`src/rtl/fft_sched_pkg.sv`:
```
// Shared types and default constants for the FFT frame scheduler.
// State encoding plus default frame length / stall tolerance.
package fft_sched_pkg;

  localparam int FRAME_LEN_DEF = 1024;
  localparam int STALL_MAX_DEF = 64;

  typedef enum logic [1:0] {
    IDLE,
    GRANT,
    STREAM,
    DONE
  } state_e;

endpackage

```
`src/rtl/fft_frame_scheduler_if.sv`:
```
// Channel FIFO and FFT sink signals of the frame scheduler.
// master: the scheduler; slave: FIFOs, triggers and FFT sink.
interface fft_frame_scheduler_if;
  import fft_sched_pkg::*;

  logic [1:0] ch_en;
  logic [1:0] ch_end;
  logic [1:0] ch_empty;
  logic [7:0] ch_data0;
  logic [7:0] ch_data1;
  logic [1:0] ch_rdreq;
  logic [1:0] ch_rearm;
  logic       snk_ready;
  logic       snk_valid;
  logic       snk_sop;
  logic       snk_eop;
  logic [7:0] snk_real;
  logic       frame_ch;
  logic       busy;
  logic       frame_done;
  logic       underrun;

  modport master (
    input  ch_en, ch_end, ch_empty,
    input  ch_data0, ch_data1, snk_ready,
    output ch_rdreq, ch_rearm,
    output snk_valid, snk_sop, snk_eop, snk_real,
    output frame_ch, busy, frame_done, underrun
  );

  modport slave (
    output ch_en, ch_end, ch_empty,
    output ch_data0, ch_data1, snk_ready,
    input  ch_rdreq, ch_rearm,
    input  snk_valid, snk_sop, snk_eop, snk_real,
    input  frame_ch, busy, frame_done, underrun
  );

endinterface

```
`src/rtl/fft_sched_rr_arb.sv`:
```
// Two-requester round-robin arbiter with a preferred-channel pointer.
// Pointer starts at channel 0 and moves past each served channel.
module fft_sched_rr_arb
  import fft_sched_pkg::*;
(
  input  logic       Clk,
  input  logic       Reset,
  input  logic [1:0] req_i,
  input  logic       take_i,
  output logic       gnt_o,
  output logic       valid_o
);

  logic pref_q;
  logic pref_d;

  // grant the preferred requester if asking, otherwise the other one
  always_comb begin
    valid_o = |req_i;
    gnt_o   = req_i[pref_q] ? pref_q : ~pref_q;
  end

  // after a grant is taken, prefer the channel not just served
  always_comb begin
    pref_d = pref_q;
    if (take_i && valid_o) pref_d = ~gnt_o;
  end

  // preferred-channel register
  always_ff @(posedge Clk) begin
    if (Reset) pref_q <= 1'b0;
    else       pref_q <= pref_d;
  end

endmodule

```
`src/rtl/fft_frame_scheduler.sv`:
```
// Streams complete frames from two capture FIFOs into an FFT sink.
// Optional zero-padding on FIFO underrun: FFT_SCHED_UNDERRUN_PAD_EN.
module fft_frame_scheduler
  import fft_sched_pkg::*;
#(
  parameter int FRAME_LEN = FRAME_LEN_DEF,
  parameter int STALL_MAX = STALL_MAX_DEF
) (
  input logic                   Clk,
  input logic                   Reset,
  fft_frame_scheduler_if.master bus
);

  localparam int CW = $clog2(FRAME_LEN) + 1;
  typedef logic [CW-1:0] cnt_t;
  localparam cnt_t LEN  = cnt_t'(FRAME_LEN);
  localparam cnt_t LAST = cnt_t'(FRAME_LEN - 1);

  if (FRAME_LEN < 16 || FRAME_LEN > 4096 ||
      (FRAME_LEN & (FRAME_LEN - 1)) != 0 ||
      STALL_MAX < 1) begin : g_bad_cfg
    $error("fft_frame_scheduler: bad FRAME_LEN or STALL_MAX");
  end

  state_e state_q, state_d;
  logic   ch_q, ch_d;
  cnt_t   issued_q, issued_d;
  cnt_t   beat_q, beat_d;
  logic   valid_q;
  logic   padb_q;
  logic   pad_q;
  logic   more;
  logic   rd_any;
  logic   pad_issue;
  logic   done_s;
  logic   take;
  logic   arb_gnt;
  logic   arb_valid;
  logic   empty_sel;
  logic   [1:0] req;
  logic   [7:0] sel_data;

  assign req       = bus.ch_en & bus.ch_end;
  assign empty_sel = bus.ch_empty[ch_q];
  assign sel_data  = ch_q ? bus.ch_data1 : bus.ch_data0;

  fft_sched_rr_arb u_arb (
    .Clk     (Clk),
    .Reset   (Reset),
    .req_i   (req),
    .take_i  (take),
    .gnt_o   (arb_gnt),
    .valid_o (arb_valid)
  );

  // frame FSM: next state, read/pad issue and beat counting
  always_comb begin
    state_d   = state_q;
    ch_d      = ch_q;
    issued_d  = issued_q;
    beat_d    = beat_q;
    more      = 1'b0;
    rd_any    = 1'b0;
    pad_issue = 1'b0;
    done_s    = 1'b0;
    take      = 1'b0;
    unique case (state_q)
      IDLE: begin
        if (|req) state_d = GRANT;
      end
      GRANT: begin
        take = 1'b1;
        if (arb_valid) begin
          ch_d     = arb_gnt;
          issued_d = '0;
          beat_d   = '0;
          state_d  = STREAM;
        end else begin
          state_d = IDLE;
        end
      end
      STREAM: begin
        more      = issued_q < LEN;
        rd_any    = bus.snk_ready & ~empty_sel &
                    more & ~pad_q & ~Reset;
        pad_issue = bus.snk_ready & more &
                    pad_q & ~Reset;
        if (rd_any || pad_issue)
          issued_d = issued_q + cnt_t'(1);
        if (valid_q) begin
          beat_d = beat_q + cnt_t'(1);
          if (beat_q == LAST) state_d = DONE;
        end
      end
      DONE: begin
        done_s  = ~Reset;
        state_d = IDLE;
      end
    endcase
  end

  // state, channel, counters and sink beat pipeline
  always_ff @(posedge Clk) begin
    if (Reset) begin
      state_q  <= IDLE;
      ch_q     <= 1'b0;
      issued_q <= '0;
      beat_q   <= '0;
      valid_q  <= 1'b0;
      padb_q   <= 1'b0;
    end else begin
      state_q  <= state_d;
      ch_q     <= ch_d;
      issued_q <= issued_d;
      beat_q   <= beat_d;
      valid_q  <= rd_any | pad_issue;
      padb_q   <= pad_issue;
    end
  end

`ifdef FFT_SCHED_UNDERRUN_PAD_EN
  localparam int SW = $clog2(STALL_MAX + 1);
  logic [SW-1:0] stall_q, stall_d;
  logic          pad_d;
  logic          unr_q, unr_d;

  // count consecutive starved cycles; switch to zero padding at limit
  always_comb begin
    stall_d = stall_q;
    pad_d   = pad_q;
    unr_d   = unr_q;
    if (state_q == GRANT) begin
      stall_d = '0;
      pad_d   = 1'b0;
    end else if (state_q == STREAM && !pad_q && more) begin
      if (bus.snk_ready && empty_sel) begin
        if (stall_q == SW'(STALL_MAX - 1)) begin
          pad_d = 1'b1;
          unr_d = 1'b1;
        end else begin
          stall_d = stall_q + SW'(1);
        end
      end else begin
        stall_d = '0;
      end
    end
  end

  // stall counter, pad mode and sticky underrun flag
  always_ff @(posedge Clk) begin
    if (Reset) begin
      stall_q <= '0;
      pad_q   <= 1'b0;
      unr_q   <= 1'b0;
    end else begin
      stall_q <= stall_d;
      pad_q   <= pad_d;
      unr_q   <= unr_d;
    end
  end

  assign bus.underrun = unr_q;
`else
  assign pad_q        = 1'b0;
  assign bus.underrun = 1'b0;
`endif

  // read strobes, rearm pulse and sink outputs
  always_comb begin
    bus.ch_rdreq   = {rd_any & ch_q, rd_any & ~ch_q};
    bus.ch_rearm   = {done_s & ch_q, done_s & ~ch_q};
    bus.snk_valid  = valid_q;
    bus.snk_real   = (valid_q && !padb_q) ? sel_data : 8'd0;
    bus.snk_sop    = valid_q && (beat_q == '0);
    bus.snk_eop    = valid_q && (beat_q == LAST);
    bus.frame_ch   = ch_q;
    bus.busy       = (state_q == GRANT) || (state_q == STREAM);
    bus.frame_done = done_s;
  end

endmodule

```
`src/flat_wrapper.sv`:
```
// flat-port wrapper written by rule: the top's interface ports become plain ports
module fft_frame_scheduler_flat import fft_sched_pkg::*;
#(
  parameter int FRAME_LEN = FRAME_LEN_DEF,
  parameter int STALL_MAX = STALL_MAX_DEF
)
  (Clk, Reset, bus_ch_en, bus_ch_end, bus_ch_empty, bus_ch_data0, bus_ch_data1, bus_snk_ready, bus_ch_rdreq, bus_ch_rearm, bus_snk_valid, bus_snk_sop, bus_snk_eop, bus_snk_real, bus_frame_ch, bus_busy, bus_frame_done, bus_underrun);
  fft_frame_scheduler_if bus_i ();
  input logic Clk;
  input logic Reset;
  input wire logic [$bits(bus_i.ch_en)-1:0] bus_ch_en;
  input wire logic [$bits(bus_i.ch_end)-1:0] bus_ch_end;
  input wire logic [$bits(bus_i.ch_empty)-1:0] bus_ch_empty;
  input wire logic [$bits(bus_i.ch_data0)-1:0] bus_ch_data0;
  input wire logic [$bits(bus_i.ch_data1)-1:0] bus_ch_data1;
  input wire logic [$bits(bus_i.snk_ready)-1:0] bus_snk_ready;
  output wire logic [$bits(bus_i.ch_rdreq)-1:0] bus_ch_rdreq;
  output wire logic [$bits(bus_i.ch_rearm)-1:0] bus_ch_rearm;
  output wire logic [$bits(bus_i.snk_valid)-1:0] bus_snk_valid;
  output wire logic [$bits(bus_i.snk_sop)-1:0] bus_snk_sop;
  output wire logic [$bits(bus_i.snk_eop)-1:0] bus_snk_eop;
  output wire logic [$bits(bus_i.snk_real)-1:0] bus_snk_real;
  output wire logic [$bits(bus_i.frame_ch)-1:0] bus_frame_ch;
  output wire logic [$bits(bus_i.busy)-1:0] bus_busy;
  output wire logic [$bits(bus_i.frame_done)-1:0] bus_frame_done;
  output wire logic [$bits(bus_i.underrun)-1:0] bus_underrun;
  assign bus_i.ch_en = bus_ch_en;
  assign bus_i.ch_end = bus_ch_end;
  assign bus_i.ch_empty = bus_ch_empty;
  assign bus_i.ch_data0 = bus_ch_data0;
  assign bus_i.ch_data1 = bus_ch_data1;
  assign bus_i.snk_ready = bus_snk_ready;
  assign bus_ch_rdreq = bus_i.ch_rdreq;
  assign bus_ch_rearm = bus_i.ch_rearm;
  assign bus_snk_valid = bus_i.snk_valid;
  assign bus_snk_sop = bus_i.snk_sop;
  assign bus_snk_eop = bus_i.snk_eop;
  assign bus_snk_real = bus_i.snk_real;
  assign bus_frame_ch = bus_i.frame_ch;
  assign bus_busy = bus_i.busy;
  assign bus_frame_done = bus_i.frame_done;
  assign bus_underrun = bus_i.underrun;
  fft_frame_scheduler #(.FRAME_LEN(FRAME_LEN), .STALL_MAX(STALL_MAX)) u_core (.Clk(Clk), .Reset(Reset), .bus(bus_i));
endmodule
```
`config.mk`:
```
export PLATFORM = sky130hd
export DESIGN_NAME = fft_frame_scheduler_flat
export DESIGN_NICKNAME = d
export VERILOG_FILES = /design/src/rtl/fft_sched_pkg.sv /design/src/rtl/fft_frame_scheduler_if.sv /design/src/rtl/fft_sched_rr_arb.sv /design/src/rtl/fft_frame_scheduler.sv /design/src/flat_wrapper.sv
export SDC_FILE = /design/constraint.sdc
export NUM_CORES = 1
export LEC_CHECK = 0
export ABC_AREA = 1
export ABC_CLOCK_PERIOD_IN_PS = 3550
export CORE_ASPECT_RATIO = 1.1
export CORE_UTILIZATION = 37
export DETAILED_ROUTE_END_ITERATION = 8
export GPL_TIMING_DRIVEN = 0
export MAX_ROUTING_LAYER = met4
export REMOVE_ABC_BUFFERS = 1
export SYNTH_ARGS = -nofsm -noshare
export SYNTH_HDL_FRONTEND = slang
export SYNTH_SLANG_ARGS = --single-unit
```
`constraint.sdc`:
```
create_clock -name Clk -period 3.55 [get_ports Clk]
set_input_delay 0.71 -clock Clk [delete_from_list [all_inputs] [get_ports Clk]]
set_output_delay 0.71 -clock Clk [all_outputs]
set_load 0.005 [all_outputs]
```
Yosys cells after proc, flatten, opt, wreduce, memory -nomap -nowiden --
Cells that the tools add are included.
Word-level totals: register bits 27, word-level logic and storage cells 65, output and inout port bits 19, bits of input ports 25
Cells by class: reductions and logical operators 12, bitwise logic cells 13, order comparisons 3, mux-type cells 20, $add $sub $neg 2, eq/ne operators 9
Operators with widths (number):
- one-hot mux 11 bit (2 select lines) | 2
- two-way mux 11 bit | 3
- adder 11 x 1 -> 11 bit, second input constant | 2
- two-way mux 8 bit | 2
- equality test 11 x 10 -> 1 bit, second input constant | 1
- zero test 11 bit | 1
- < comparator 11 bit, second input constant | 1
- AND reduction 3 bit | 3
- two-way mux 1 bit | 8
- two-way mux 2 bit | 4
- one-hot mux 2 bit (4 select lines) | 1
- AND 1 bit | 7
- inequality test 2 x 1 -> 1 bit, second input constant | 3
- inverter 1 bit | 5
- equality test 2 bit, second input constant | 2
- < comparator 1 x 2 -> 1 bit, second input constant | 2
- inequality test 2 bit, second input constant | 2
- logical AND 1 bit | 3
- AND 2 bit | 1
- equality test 2 x 1 -> 1 bit, second input constant | 1
- zero test 2 bit | 1
- AND reduction 2 bit | 1
- nonzero test 2 bit | 1
- OR reduction 2 bit | 1
- logical OR 1 bit | 1

Logic depth before layout (Yosys ltp) --
Gate-level depths: netlist of run 1.
depth after elaboration 8, gate-level depth with buffers 10, depth with buffers taken out 9

By module --
Synthesis of run 1 repeated with hierarchy kept, for this count alone.
Second synthesis, totals: cells, all modules 284, area total of the unflattened synthesis 1823.0 um2
Modules (own cells, without submodules):
- fft_frame_scheduler | instances 1, cells an instance 272, area each 1752.9 um2
- fft_sched_rr_arb | instances 1, cells an instance 12, area each 70.1 um2

Least setup slack after synthesis of run 1 --
No wires, ideal clock.
path type input-to-output, start point input bus_snk_ready, end point output bus_ch_rdreq[0], cell stages on the path 4, path slack 1.705 ns, buffers on the path 0, data arrival time 1.135 ns, cells stage by stage nand2_1 > nor2_2 > nand3_2 > nor2_1
On the way: cells in the longest elaborated chain, start to end 5
Ends and longest elaborated chain:
- from (decl) | RTL line flat_wrapper.sv:16 | input wire logic [$bits(bus_i.snk_ready)-1:0] bus_snk_ready;
- AND 1 bit (2 in series) | RTL line fft_frame_scheduler.sv:84 | rd_any = bus.snk_ready & ~empty_sel &
- AND 1 bit | RTL line fft_frame_scheduler.sv:85 | more & ~pad_q & ~Reset;
- two-way mux 1 bit | RTL line fft_frame_scheduler.sv:67 | unique case (state_q)
- AND 1 bit | RTL line fft_frame_scheduler.sv:170 | bus.ch_rdreq = {rd_any & ch_q, rd_any & ~ch_q};
- to (decl) | RTL line flat_wrapper.sv:17 | output wire logic [$bits(bus_i.ch_rdreq)-1:0] bus_ch_rdreq;
No other way between the ends.

Worst setup path after layout of run 1 --
start point input Reset, end point output bus_ch_rdreq[0]
On the way: cells in the longest elaborated chain, start to end 4
Ends and longest elaborated chain:
- from (decl) | RTL line flat_wrapper.sv:10 | input logic Reset;
- inverter 1 bit | RTL line fft_frame_scheduler.sv:85
- AND 1 bit | RTL line fft_frame_scheduler.sv:85
- two-way mux 1 bit | RTL line fft_frame_scheduler.sv:67
- AND 1 bit | RTL line fft_frame_scheduler.sv:170
No other way between the ends.

==> impl_metrics.csv, run 1 <==
group,metric,value,unit
status,status,"finished clean",
yosys,netlist_area,0.00180,mm2
sta,layout_setup_ws,0.401,ns
clock_tree,cts_made_buffers,3,
worst_hold_path,worstHoldStart,"u_core.issued_q[10]",
die,rows,26,
yosys,ys.flop_type,"dfxtp_1",
finish,antenna_cells,0,
placed_design,dpl.hpwl,3.18,mm
global_route,grt_pass1_wl,6.98,mm
power,p_clk_frac,0.189,
yosys,postSynthCellCount,287,
clock_tree,cts-resized-gates,0,
drt,first_pass_iters,4,
worst_setup_path,reg2reg_slack,1.59,ns
yosys,yosys_register_bits,27,
sta,finalCriticalPeriod,3.15,ns
sta,tightestPinTransition,0.497,ns
clock_tree,root_buffer,"clkbuf_8",
power,p_int,0.000559,W
worst_setup_path,critPathMostFrequentCell,"clkdlybuf4s50_1",
worst_hold_path,holdPathStages,2,
finish,stdcell_area,0.00230,mm2
sta,skew,0.00483,ns
die,dieArea,0.00515,mm2
die,core,0.00465,mm2
worst_hold_path,holdCritPathClass,"register to register",
finish,utilization,0.494,
global_route,gr-total-overflow,0,
finish,fin_cells,383,
clock_tree,clock_latency,0.28,ns
worst_setup_path,slowest_stage,"clkdlybuf4s50_1",
finish,final_net_count,361,
global_route,antenna_found_initial,0,
clock_tree,clkTransAtPathRegs,0.10,ns
global_route,grt_usage,0.184,
clock_tree,cts_tree,"built",
drt,drcViolationCount,0,
finish,drive_gt1_frac,0.0765,
worst_setup_path,worst_ep_arrival_time,2.44,ns
yosys,synth_top_area_cell,"dfxtp_1",
worst_setup_path,cp-start-kind,"input pin",
power,swShare,0.431,
worst_setup_path,crit_path_max_fanout,13,
yosys,yosysUniqueCellTypes,26,
die,start_util,0.387,
drt,wire_per_inst,10.8,um
power,powerDensity,428,mW/mm2
placed_design,portBuffers,42,
placed_design,dp.cells,379,
finish,syn_to_final_growth,27.4,%
worst_setup_path,worstPathCellList,"clkdlybuf4s50_1 -> nor2_2 -> nand3_2 -> nor2_1 -> clkdlybuf4s50_1",
drt,vias,1814,
die,io_pins,44,
sta,rsz0062_at_grt,"false",
placed_design,placed_cell_area,0.00225,mm2
yosys,yosysWarningCount,0,
sta,final_max_slew_viol_count,0,
drt,viasPerCell,4.74,
worst_hold_path,holdPathEnd,"u_core.issued_q[10]",
worst_setup_path,critPathKind,"input pin to output pin",
power,irDropWorstVdd,0.000188,V
worst_setup_path,slowest_delay,0.66,ns
drt,drt_iter0_drc,74,
sta,max_freq,318,MHz
clock_tree,cts_sinks,27,
yosys,synth_commonest_cells,"59 x nor2_1, 57 x nand2_1, 35 x inv_1",
clock_tree,htreeDepth,1,
drt,ant_nets,0,
sta,slew_headroom,0.668,
yosys,synth.top_cell.area_share,0.300,
sta,finalSetupViolations,0,
power,p_sw,0.000424,W
finish,fill_cells,503,
clock_tree,postCtsHoldBufs,0,
yosys,synth.most_common_cell,"nor2_1",
placed_design,post-place-ws,0.341,ns
power,p_comb_frac,0.463,
yosys,synthTopCellsByArea,"dfxtp_1 30%, nor2_1 12%, nand2_1 12%",
yosys,async_flop_share,0,
worst_setup_path,worstSetupEndpointType,"output pin",
worst_setup_path,timing.rr.end,"u_core.beat_q[5]",
sta,finalHoldViolCount,0,
die,die_h,75.2,um
placed_design,gp_congestion,0.821,
yosys,synth.avg_cell_area,6.28,um2
clock_tree,clock_path_buffers,2,
global_route,grt_max_degree,17,
power,cellLeakagePower,0.902,nW
drt,routed_wl,4.15,mm
sta,setup_tns,0,ns
yosys,synth_edf_count,0,
run,cap_violations,0,
worst_setup_path,crit-reg2reg-launch,"u_core.state_q[0]",
worst_setup_path,required,2.84,ns
clock_tree,postCtsSetupBuffers,0,
global_route,grt_pass1_vias,1607,
yosys,yosysSeqAreaShare,0.300,
die,die_w,68.5,um
power,pwr-share-seq,0.348,
sta,layout_worst_path_cycle_share,0.887,
worst_setup_path,ff2ff_path_depth,7,
==> sequential cells by signal, indices dropped and copies added (netlist names), named ones only <==
signal,flops
u_core.beat_q,11
u_core.issued_q,11
u_core.u_arb.pref_q,1
u_core.bus.frame_ch,1
u_core.state_q,1
u_core.bus.snk_valid,1
==> how the worst max path moves through the flow <==
stage | from | to | slack (ns) | cells after the start
floorplan | bus_ch_empty[1] | bus_ch_rdreq[0] | 1.70 | 5
global placement | Reset | bus_ch_rdreq[1] | 0.34 | 5
detailed placement | Reset | bus_ch_rdreq[0] | 0.34 | 5
CTS | Reset | bus_ch_rdreq[0] | 0.34 | 5
global route | Reset | bus_ch_rdreq[0] | 0.23 | 5
finish | Reset | bus_ch_rdreq[0] | 0.40 | 5
==> placed cells by master (no fill, tap or decap), types with 8 or more instances in the layout <==
master,synthesis,layout
dfxtp_1,27,27
nor2_1,59,59
a21oi_1,15,15
inv_1,35,35
ha_1,8,8
clkdlybuf4s50_1,0,42
nand2_1,57,57
o21ai_0,13,13
nand3_1,21,21
nor3_1,10,10
==> worst max-delay path: cells and delay by family <==
| kind | cells | cell delay, ns |
|---|---|---|
| buffers and inverters | 2 | 1.17 |
| AND/OR/NAND/NOR | 3 | 0.56 |
==> metrics by stage <==
stage	power (W)	hold slack (ns)
global route	0.00107	0.523
finish	0.000983	0.484
CTS	0.000996	0.490
detailed placement	0.000805	0.474
global placement	0.000804	0.474
floorplan	0.000664	0.451
==> logic make-up after synthesis <==
logic type	Yosys count	synth area share
DFF	27	0.300
buffers and inverters	46	0.108
adders and majority gates	8	0.0556
other	1	0.00208
and+or+nand+nor	170	0.426
xor gates and xnor gates	3	0.0146
AOI/OAI and AO/OA	32	0.0931
==> power by group through the flow <==
stage | clock network, W | logic [W] | registers [W]
2_1_floorplan | 0 | 0.000319 | 0.000345
3_3_place_gp | 0 | 0.000454 | 0.000350
3_5_place_dp | 0 | 0.000456 | 0.000349
4_1_cts | 0.000195 | 0.000459 | 0.000342
5_1_grt | 0.000205 | 0.000517 | 0.000346
6_report | 0.000186 | 0.000455 | 0.000343
==> area by class of cell <==
class                   count  area [um2]  area share
clock buffers               3        41.3      0.0180
well taps                  56        70.1      0.0305
repair buffers             42         420       0.183
flip-flops and latches     27         541       0.235
clock inverters             1        7.51     0.00327
multi-input cells         214        1070       0.464
inverters                  40         150      0.0654
==> metal layers <==
| metal | up-vias | part of all wire | global-route usage | wire length, um |
|---|---|---|---|---|
| li1 | 983 | - | - | - |
| met1 | 792 | 0.45 | 0.218 | 1890 |
| met2 | 35 | 0.48 | 0.318 | 2000 |
| met3 | 4 | 0.056 | 0.0273 | 233 |
| met4 | 0 | 0.0091 | 0.0556 | 38 |
| met5 | - | 0 | - | 0 |
Power figures use the tool's default switching activity.
==> inputs of run 2 (changes only) <==
--- a/config.mk
+++ b/config.mk
@@ -13,6 +13,8 @@
 export GPL_TIMING_DRIVEN = 0
 export MAX_ROUTING_LAYER = met4
 export REMOVE_ABC_BUFFERS = 1
+export SKIP_LAST_GASP = 1
 export SYNTH_ARGS = -nofsm -noshare
 export SYNTH_HDL_FRONTEND = slang
+export SYNTH_HIERARCHICAL = 1
 export SYNTH_SLANG_ARGS = --single-unit
==> run 2 against run 1 <==
Effect of this change:
- sequential cell count did not move
- die area increased by 1.2%
- register-to-register slack improved by 0.18 ns
- area after synthesis is 1.2% higher
- non-clock buffer count unchanged
- combinational power grew 1%
- largest power group unchanged
==> impl_metrics.csv, run 2 <==
group,metric,value,unit
drt,routed_wl,3.82,mm
worst_setup_path,cp-start-kind,"input pin",
power,powerDensity,428,mW/mm2
worst_setup_path,required,2.84,ns
finish,drive_gt1_frac,0.114,
yosys,async_flop_share,0,
drt,first_pass_iters,4,
die,die_w,68.9,um
placed_design,post-place-ws,0.339,ns
sta,slew_headroom,0.661,
yosys,yosys_register_bits,27,
power,irDropWorstVdd,0.000271,V
yosys,synthTopCellsByArea,"dfxtp_1 30%, nand2_1 13%, nor2_1 9.9%",
status,status,"finished clean",
placed_design,gp_congestion,0.816,
run,cap_violations,0,
sta,finalSetupViolations,0,
drt,viasPerCell,4.56,
global_route,grt_usage,0.167,
sta,skew,0.00193,ns
sta,layout_worst_path_cycle_share,0.895,
finish,syn_to_final_growth,27.4,%
sta,setup_tns,0,ns
yosys,synth_top_area_cell,"dfxtp_1",
worst_setup_path,crit_path_max_fanout,12,
finish,antenna_cells,0,
finish,multi_input_area,0.00107,mm2
die,rows,26,
yosys,yosysUniqueCellTypes,29,
yosys,ys.flop_type,"dfxtp_1",
worst_hold_path,holdCritPathClass,"register to register",
clock_tree,cts-resized-gates,0,
die,die_h,75.6,um
placed_design,dpl.hpwl,3.01,mm
yosys,synth.most_common_cell,"nand2_1",
drt,vias,1731,
drt,drcViolationCount,0,
placed_design,placed_cell_area,0.00228,mm2
finish,final_cell_mix,"63 x nand2_1, 48 x nor2_1, 43 x inv_1",
sta,finalHoldViolCount,0,
finish,final_net_count,358,
die,io_pins,44,
yosys,netlist_area,0.00182,mm2
finish,seq_area,541,um2
yosys,synth_edf_count,0,
placed_design,portBuffers,42,
die,core,0.00468,mm2
yosys,postSynthCellCount,284,
sta,final_max_slew_viol_count,0,
finish,reg_top3,"u_core/beat_q (11), u_core/issued_q (11)",
global_route,gr-total-overflow,0,
sta,finalCriticalPeriod,3.18,ns
clock_tree,cts_tree,"built",
sta,rsz0062_at_grt,"false",
sta,layout_setup_ws,0.372,ns
drt,ant_nets,0,
power,cellLeakagePower,1.03,nW
clock_tree,clkTransAtPathRegs,0.09,ns
sta,max_freq,315,MHz
finish,fill_cells,484,
clock_tree,cts_sinks,27,
worst_setup_path,worst_ep_arrival_time,2.47,ns
yosys,yosysSeqAreaShare,0.296,
worst_setup_path,worstSetupEndpointType,"output pin",
drt,wire_per_inst,10.1,um
clock_tree,postCtsSetupBuffers,0,
sta,tightestPinTransition,0.506,ns
yosys,yosysWarningCount,6,
global_route,antenna_found_initial,0,
clock_tree,cts_made_buffers,3,
power,power,0.000993,W
worst_setup_path,reg2reg_slack,1.77,ns
global_route,grt_pass1_wl,6.40,mm
clock_tree,clock_path_buffers,2,
die,dieArea,0.00521,mm2
drt,drt_iter0_drc,69,
clock_tree,root_buffer,"clkbuf_8",
global_route,grt_max_degree,15,
clock_tree,postCtsHoldBufs,0,
yosys,synth.avg_cell_area,6.42,um2
yosys,synth_commonest_cells,"63 x nand2_1, 48 x nor2_1, 43 x inv_1",
clock_tree,htreeDepth,1,
yosys,synth.top_cell.area_share,0.296,
die,start_util,0.389,
clock_tree,clock_latency,0.27,ns
global_route,grt_pass1_vias,1570,
worst_setup_path,critPathKind,"input pin to output pin",
finish,layout_commonest_cell,"nand2_1",
finish,stdcell_area,0.00232,mm2
==> run 2: cell types whose count changed after synthesis, sizes merged, moves of 4 or more <==
cell and change:
inv +10, nand2 +10, nor2 -9, nor3 -6, nand4 -5, nand3 -4
==> run 2: cell families (layout without fill, tap and decap cells) <==
family / count (synthesis) / in the layout / synth area share
AOI/OAI and AO/OA: 35 / 35 / 0.104
xor gates and xnor gates: 1 / 1 / 0.00481
adders and majority gates: 8 / 8 / 0.0549
buffers and inverters: 54 / 94 / 0.119
DFF: 27 / 27 / 0.297
other: 1 / 1 / 0.00206
and+or+nand+nor: 158 / 158 / 0.419
==> run 2: routing by layer <==
metal  wire (um)  track usage
met1        1840        0.195
met4          58       0.0590
met3         201       0.0225
met2        1720        0.288
met5           0            -
==> run 2: worst paths after layout <==
check,startpoint,endpoint,cells past startpoint
setup reg to reg,u_core/state_q[0],u_core/beat_q[9],9
hold / removal,u_core/issued_q[2],u_core/issued_q[2],2
hold reg to reg,u_core/issued_q[2],u_core/issued_q[2],2
setup / recovery,Reset,bus_ch_rdreq[0],5
==> run 2: metrics by stage <==
stage                     hold WS, ns   util  cells
after floorplan                 0.434      -    278
after global placement          0.449  0.486    376
after detailed placement        0.451  0.486    376
after CTS                       0.465  0.496    380
after global routing            0.504  0.496    380
final                           0.464  0.496    380
==> run 2: final cells by class <==
| cell class | count | area share |
|---|---|---|
| Clock buffer | 4 | 0.0194 |
| Inverter | 48 | 0.0776 |
| Multi-Input combinational cell | 203 | 0.459 |
| Sequential cell | 27 | 0.233 |
| Tap cell | 56 | 0.0302 |
| Timing Repair Buffer | 42 | 0.181 |
==> run 2: worst max-delay path, cell delays in order <==
cell and delay, ns:
clkdlybuf4s50_1 0.67, nor2_2 0.30, nand3_1 0.16, nor2_1 0.12, clkdlybuf4s50_1 0.50
==> run 2: power breakdown <==
group,switching [W],total (W),internal (W)
logic,0.000285,0.000460,0.000175
clock network,0.0000953,0.000176,0.0000805
registers,0.0000286,0.000357,0.000329
total,0.000409,0.000993,0.000585
